File: config.mk
export PLATFORM = sky130hd
export DESIGN_NAME = divider_ctrl
export DESIGN_NICKNAME = d
export VERILOG_FILES = /design/src/rtl/divider_ctrl_pkg.sv /design/src/rtl/tick_channel.sv /design/src/rtl/divider_ctrl.sv
export SDC_FILE = /design/constraint.sdc
export NUM_CORES = 1
export LEC_CHECK = 0
export BUFFER_PORTS_ARGS = -buffer_cell sky130_fd_sc_hd__buf_2
export CAP_MARGIN = 20
export CELL_PAD_IN_SITES_DETAIL_PLACEMENT = 0
export CELL_PAD_IN_SITES_GLOBAL_PLACEMENT = 1
export CORE_MARGIN = 10
export CORE_UTILIZATION = 45
export DETAILED_ROUTE_END_ITERATION = 6
export PLACE_DENSITY_LB_ADDON = 0.1
export SYNTH_ARGS = -nofsm -noshare
export SYNTH_HDL_FRONTEND = slang
export SYNTH_SLANG_ARGS = --single-unit
File: constraint.sdc
create_clock -name clk -period 4.24 [get_ports clk]
set_input_delay 0.424 -clock clk [delete_from_list [all_inputs] [get_ports clk]]
set_output_delay 0.424 -clock clk [all_outputs]
set_load 0.1 [all_outputs]
File: src/rtl/divider_ctrl_pkg.sv
// Shared definitions for the divider controller.
//   state_e : FSM encoding (IDLE=0, RUN=1, PAUSE=2; 3 unused)
//   NumChan : number of rate-enable channels
package divider_ctrl_pkg;

    localparam int unsigned NumChan = 4;

    typedef enum logic [1:0] {
        StIdle  = 2'd0,
        StRun   = 2'd1,
        StPause = 2'd2
    } state_e;

endpackage

File: src/rtl/tick_channel.sv
// One programmable rate-enable channel: divisor register, counter and compare.
//   clk    : clock, rising edge
//   rst_n  : asynchronous active-low reset (divisor <= DEF_DIV, counter/tick <= 0)
//   run    : count this cycle
//   clr    : force counter and tick to 0
//   load   : load div_in into the divisor and clear the counter
//   div_in : new divisor value
//   tick   : registered one-cycle pulse every 'divisor' run cycles; divisor 0 disables
module tick_channel #(
    parameter int unsigned CNT_W   = 26,
    parameter int unsigned DEF_DIV = 50_000_000
) (
    input  logic             clk,
    input  logic             rst_n,
    input  logic             run,
    input  logic             clr,
    input  logic             load,
    input  logic [CNT_W-1:0] div_in,
    output logic             tick
);

    logic [CNT_W-1:0] div_q;
    logic [CNT_W-1:0] cnt_q;
    logic [CNT_W-1:0] cnt_d;
    logic             tick_q;
    logic             tick_d;

    always_comb begin
        cnt_d  = cnt_q;
        tick_d = 1'b0;
        if (clr || load || (div_q == '0)) begin
            cnt_d = '0;
        end else if (run) begin
            // cnt_q never exceeds div_q-1, so the increment cannot wrap.
            if (cnt_q == div_q - CNT_W'(1)) begin
                cnt_d  = '0;
                tick_d = 1'b1;
            end else begin
                cnt_d = cnt_q + CNT_W'(1);
            end
        end
    end

    always_ff @(posedge clk or negedge rst_n) begin
        if (!rst_n) begin
            div_q  <= CNT_W'(DEF_DIV);
            cnt_q  <= '0;
            tick_q <= 1'b0;
        end else begin
            cnt_q  <= cnt_d;
            tick_q <= tick_d;
            if (load) begin
                div_q <= div_in;
            end
        end
    end

    assign tick = tick_q;

endmodule

File: src/rtl/divider_ctrl.sv
// Four-channel clock-rate enable generator with IDLE/RUN/PAUSE control.
//   clk, rst_n       : clock (rising edge), asynchronous active-low reset
//   start/pause/stop : single-cycle control pulses (priority stop > pause > start)
//   cfg_valid/ready  : divisor write handshake; accepted only in IDLE or PAUSE
//   cfg_sel, cfg_div : target channel and new divisor (0 disables the channel)
//   tick[3:0]        : per-channel one-cycle rate enables
//   LED              : toggles on every channel-0 tick, cleared in IDLE
//   state            : IDLE=0, RUN=1, PAUSE=2
module divider_ctrl
    import divider_ctrl_pkg::*;
#(
    parameter int unsigned CNT_W   = 26,
    parameter int unsigned DEF_DIV = 50_000_000
) (
    input  logic               clk,
    input  logic               rst_n,
    input  logic               start,
    input  logic               pause,
    input  logic               stop,
    input  logic               cfg_valid,
    input  logic [1:0]         cfg_sel,
    input  logic [CNT_W-1:0]   cfg_div,
    output logic               cfg_ready,
    output logic [NumChan-1:0] tick,
    output logic               LED,
    output logic [1:0]         state
);

    state_e             state_q;
    state_e             state_d;
    logic               accept;
    logic               run;
    logic               clr;
    logic [NumChan-1:0] load;
    logic               led_q;

    always_comb begin
        state_d = state_q;
        if (stop) begin
            state_d = StIdle;
        end else begin
            unique case (state_q)
                StIdle:  if (start) state_d = StRun;
                StRun:   if (pause) state_d = StPause;
                StPause: if (pause) state_d = StRun;
                default: state_d = StIdle;
            endcase
        end
    end

    always_ff @(posedge clk or negedge rst_n) begin
        if (!rst_n) begin
            state_q <= StIdle;
        end else begin
            state_q <= state_d;
        end
    end

    assign cfg_ready = (state_q == StIdle) || (state_q == StPause);
    assign accept    = cfg_valid && cfg_ready;
    assign run       = (state_q == StRun);
    // Clearing on state_d covers both holding IDLE and the edge that enters it.
    assign clr       = (state_d == StIdle);

    always_comb begin
        load = '0;
        for (int i = 0; i < NumChan; i++) begin
            load[i] = accept && (cfg_sel == 2'(i));
        end
    end

    for (genvar i = 0; i < NumChan; i++) begin : g_chan
        tick_channel #(
            .CNT_W   (CNT_W),
            .DEF_DIV (DEF_DIV)
        ) u_chan (
            .clk    (clk),
            .rst_n  (rst_n),
            .run    (run),
            .clr    (clr),
            .load   (load[i]),
            .div_in (cfg_div),
            .tick   (tick[i])
        );
    end

    // led_q holds the parity of channel-0 ticks already retired; XOR with the
    // registered tick[0] makes LED change on the same edge that raises tick[0].
    always_ff @(posedge clk or negedge rst_n) begin
        if (!rst_n) begin
            led_q <= 1'b0;
        end else if (clr) begin
            led_q <= 1'b0;
        end else if (tick[0]) begin
            led_q <= ~led_q;
        end
    end

    assign LED   = led_q ^ tick[0];
    assign state = state_q;

endmodule

==> summary.md <==
| Metric | Value |
|---|---|
| # IOs | `42` |
| Pin count of the biggest net entering global routing | `about 100` |
| Worst skew pair latency | `about 0.55 ns` |
| Final non-filler cell total | `between 2000 and 2500` |
| 1st-iter DRT viols | `roughly 750` |
| Multiplexer share of the synthesized area | `7.94%` |
| CTS hold repair buffers | `1` |
| Main synth FF type | `dfrtp_1` |
| Routed wire length | `~40 mm` |
| Crit-path cells | `inv_1, ha_1, nor3b_1, nand4b_1, nor2_1, or4b_2, a2111o_1, nor4_4, nor3_4, buf_4, and3_1, a221o_1` |
| Worst-path clk slew | `0.06 ns` |
| First-pass GRT wire length | `approximately 64 mm` |
| Setup TNS Final | `0 ns` |
| Clock buffer depth | `3` |
| Crit path kind | `flop to flop` |
| Dpl cells | `1996` |
| Rel. slew slack | `30.3%` |
| Area leader, netlist | `dfrtp_1` |
| Worst Setup SP | `g_chan[2].u_chan.div_q[0]$_DFFE_PN0P_` |
| Fmax | `266 MHz` |
| Mapped Avg Cell Area | `between 8 and 9 um2` |
| Hold Slack | `0.117 ns` |
| Post-Synth Simple-Gate Area | `between 20% and 30%` |
| Netlist Area Pre-Place | `14400 um2` |
| Pre-antenna DRT Iters | `4` |
| Post-CTS setup buffers | `0` |
| Buffers on Ports | `slightly above 40` |
| Grt ovf | `0` |
| Ranking of synthesized cells by area | `dfrtp_1, dfstp_2, mux2_2, xnor2_1, nand2_1` |
| # nets final | `1665` |
| CTS tree | `done` |
| Mapped Cells | `about 1600` |
| Vias/cell | `around 6` |
| Area occupied by multi-input gates | `~8500 um2` |
| Tcrit/Tclk final | `88.5%` |
| Synth Area in Compound Gates | `14.1%` |
| Hold Vio Cnt, Final | `0` |
| Max rail drop VDD | `approximately 0.00030 V` |
| Final setup viols | `0` |
| Total Routing Usage GR | `approximately a fifth` |
| Origin of the critical flop-to-flop path | `g_chan[2].u_chan.div_q[0]$_DFFE_PN0P_` |
| Post-route ant nets | `0` |
| CP Capture Type | `flop` |
| Yosys top cell area share | `between 20% and 30%` |
| CP max stage cell | `or4b_2` |
| Unique masters post-synth | `80` |
| Ant diodes | `0` |
| Min-delay src | `stop` |
| Initial antenna violation count | `0` |
| Seq. cell area | `between 5000 and 6000 um2` |
| Commonest cells post-synth | `dfrtp_1, nand2_1, nor2_1` |
| Number of flops mapped to enable cells by yosys | `0` |
| PD cells | `approximately 400 nW/um2` |
| GPL Wtd Cong | `between 0.8 and 0.9` |
| CTS resizes | `0` |
| Final Max Slew Viols | `0` |
| Fillers | `2988` |
| Via count | `around 12000` |
| Syn-to-layout area delta | `10.5%` |
| Top-count cell post-synth | `dfrtp_1` |
| Outcome | `completed` |
| Clock root cell | `clkbuf_16` |
| HP Class | `input port to flop` |
| Row cnt | `65` |
| Sequential share of the synthesized area | `between 30% and 40%` |
| FFs w/ async S/R, synth | `100%` |
| Post-layout power | `6.58 mW` |
| CP required | `4.67 ns` |
| Startpoint types | `flop` |
| Proportion of layout cells with a drive suffix above 1 | `a little under a fifth` |
| Fraction of the mapped netlist area in adder cells | `0.693%` |
| Initial Utilization | `a little under half` |
| Worst-margin pin slew | `about 1.0 ns` |
| WL per Instance | `a little under 20 um` |
| Placed wire-length estimate | `just under 30 mm` |
| RSZ-0062 raised after global routing | `false` |
| Worst EP arrival | `between 4 and 5 ns` |
| XOR/XNOR share of the synthesized area | `roughly 7.3%` |
| CTS Sinks | `215` |
| Number of H-tree levels | `1` |
| Final Skew | `0.0208 ns` |
| Core ar. | `31600 um2` |
| Max_cap viols | `0` |
| Vias in the first global route | `about 12000` |
| Net Count, Synth | `approximately 1700` |
| YS warnings | `0` |
| CTS Buf Count | `26` |
| Fin crit period | `approximately 3.8 ns` |
| Slowest stage delay, CP | `0.64 ns` |
| Die area | `39700 um2` |
| #FFs+latches synth | `between 200 and 250` |
| DRC | `0` |
| Largest family of logic cells by synthesized area | `simple AND/OR/NAND/NOR gates` |
| Pleak | `6.34 nW` |
| Die Y | `about 200 um` |
| Die width | `approximately 200 um` |
| Crit Path Max Fanout | `46` |
## final cells by class
class | count | area share [%]
Multi-Input combinational cell | 1266 | 52.9
Sequential cell | 215 | 34.1
Clock buffer | 37 | 4.65
Inverter | 38 | 0.894
Timing Repair Buffer | 76 | 3.17
Tap cell | 402 | 3.15
Clock inverter | 11 | 1.11
## routing by layer
metal  up-vias  part of all wire (%)  GRT usage, %
met2       255                    44          30.5
met4         0                   3.2          6.75
met5         -                     0             0
met1      5970                    49          29.1
li1       6008                     -             -
met3        68                   4.1          2.00
## sequential cells by signal, summed over array words and instances (netlist names)
name                 cells
led_q                    1
g_chan.u_chan.div_q    104
g_chan.u_chan.cnt_q    104
g_chan.u_chan.tick       4
state                    2
## worst paths after layout
| path | end | slack [ns] | depth (start not counted) |
|---|---|---|---|
| worst max-delay path | g_chan[2].u_chan.cnt_q[8]$_DFFE_PN0P_ | 0.49 | 12 |
| worst min-delay path | state[1]$_DFF_PN0_ | 0.12 | 2 |
| worst max register to register | g_chan[2].u_chan.cnt_q[8]$_DFFE_PN0P_ | 0.49 | 12 |
| worst min register to register | g_chan[2].u_chan.cnt_q[25]$_DFFE_PN0P_ | 0.55 | 1 |
| min in group asynchronous | g_chan[3].u_chan.cnt_q[7]$_DFFE_PN0P_ | 0.50 | 2 |
| max in group asynchronous | g_chan[2].u_chan.div_q[7]$_DFFE_PN1P_ | 2.71 | 3 |
## power by group
group | total, mW | switching, mW | leakage, nW | internal, mW
combinational | 1.40 | 0.748 | 3.18 | 0.653
sequential | 2.78 | 0.409 | 2.72 | 2.37
clock | 2.40 | 0.933 | 0.440 | 1.47
## cell families after synthesis
kind of cell	Yosys count
xor gates and xnor gates	120
AOI/OAI and AO/OA	294
adders and majority gates	8
muxes	103
and+or+nand+nor	741
DFF	215
buffers and inverters	135
## critical path: cells and delay by family (launching register included)
family	cells	cell delay (ns)
compound gates	2	0.73
fa+ha+maj	1	0.22
buf+inv	2	0.37
flops	1	0.41
simple gates	7	1.89
## placed cells by master (no fill, tap or decap), drive strengths merged, types with 10 or more instances in the layout
cell type / n
a21o: 18
a21oi: 41
a221o: 20
a22o: 17
a31oi: 24
and2: 12
and3: 45
buf: 75
clkbuf: 37
dfrtp: 167
dfstp: 48
inv: 39
mux2: 93
mux2i: 10
nand2: 159
nand2b: 15
nand3: 93
nand3b: 16
nand4: 36
nand4b: 13
nor2: 99
nor2b: 29
nor3: 69
nor3b: 10
nor4: 49
o211ai: 10
o21ai: 77
or2: 13
or3: 28
or4: 18
xnor2: 79
xor2: 41
## stage by stage
| stage | util, % | setup slack [ns] | instance area [um2] |
|---|---|---|---|
| global placement | 47.5 | 0.618 | 15000 |
| detailed placement | 47.5 | 0.511 | 15000 |
| global route | 50.5 | 0.226 | 16000 |
| floorplan | - | 0.876 | 14400 |
| finish | 50.5 | 0.486 | 16000 |
| CTS | 50.5 | 0.484 | 16000 |
No activity file was read; power rests on OpenSTA's default activity.
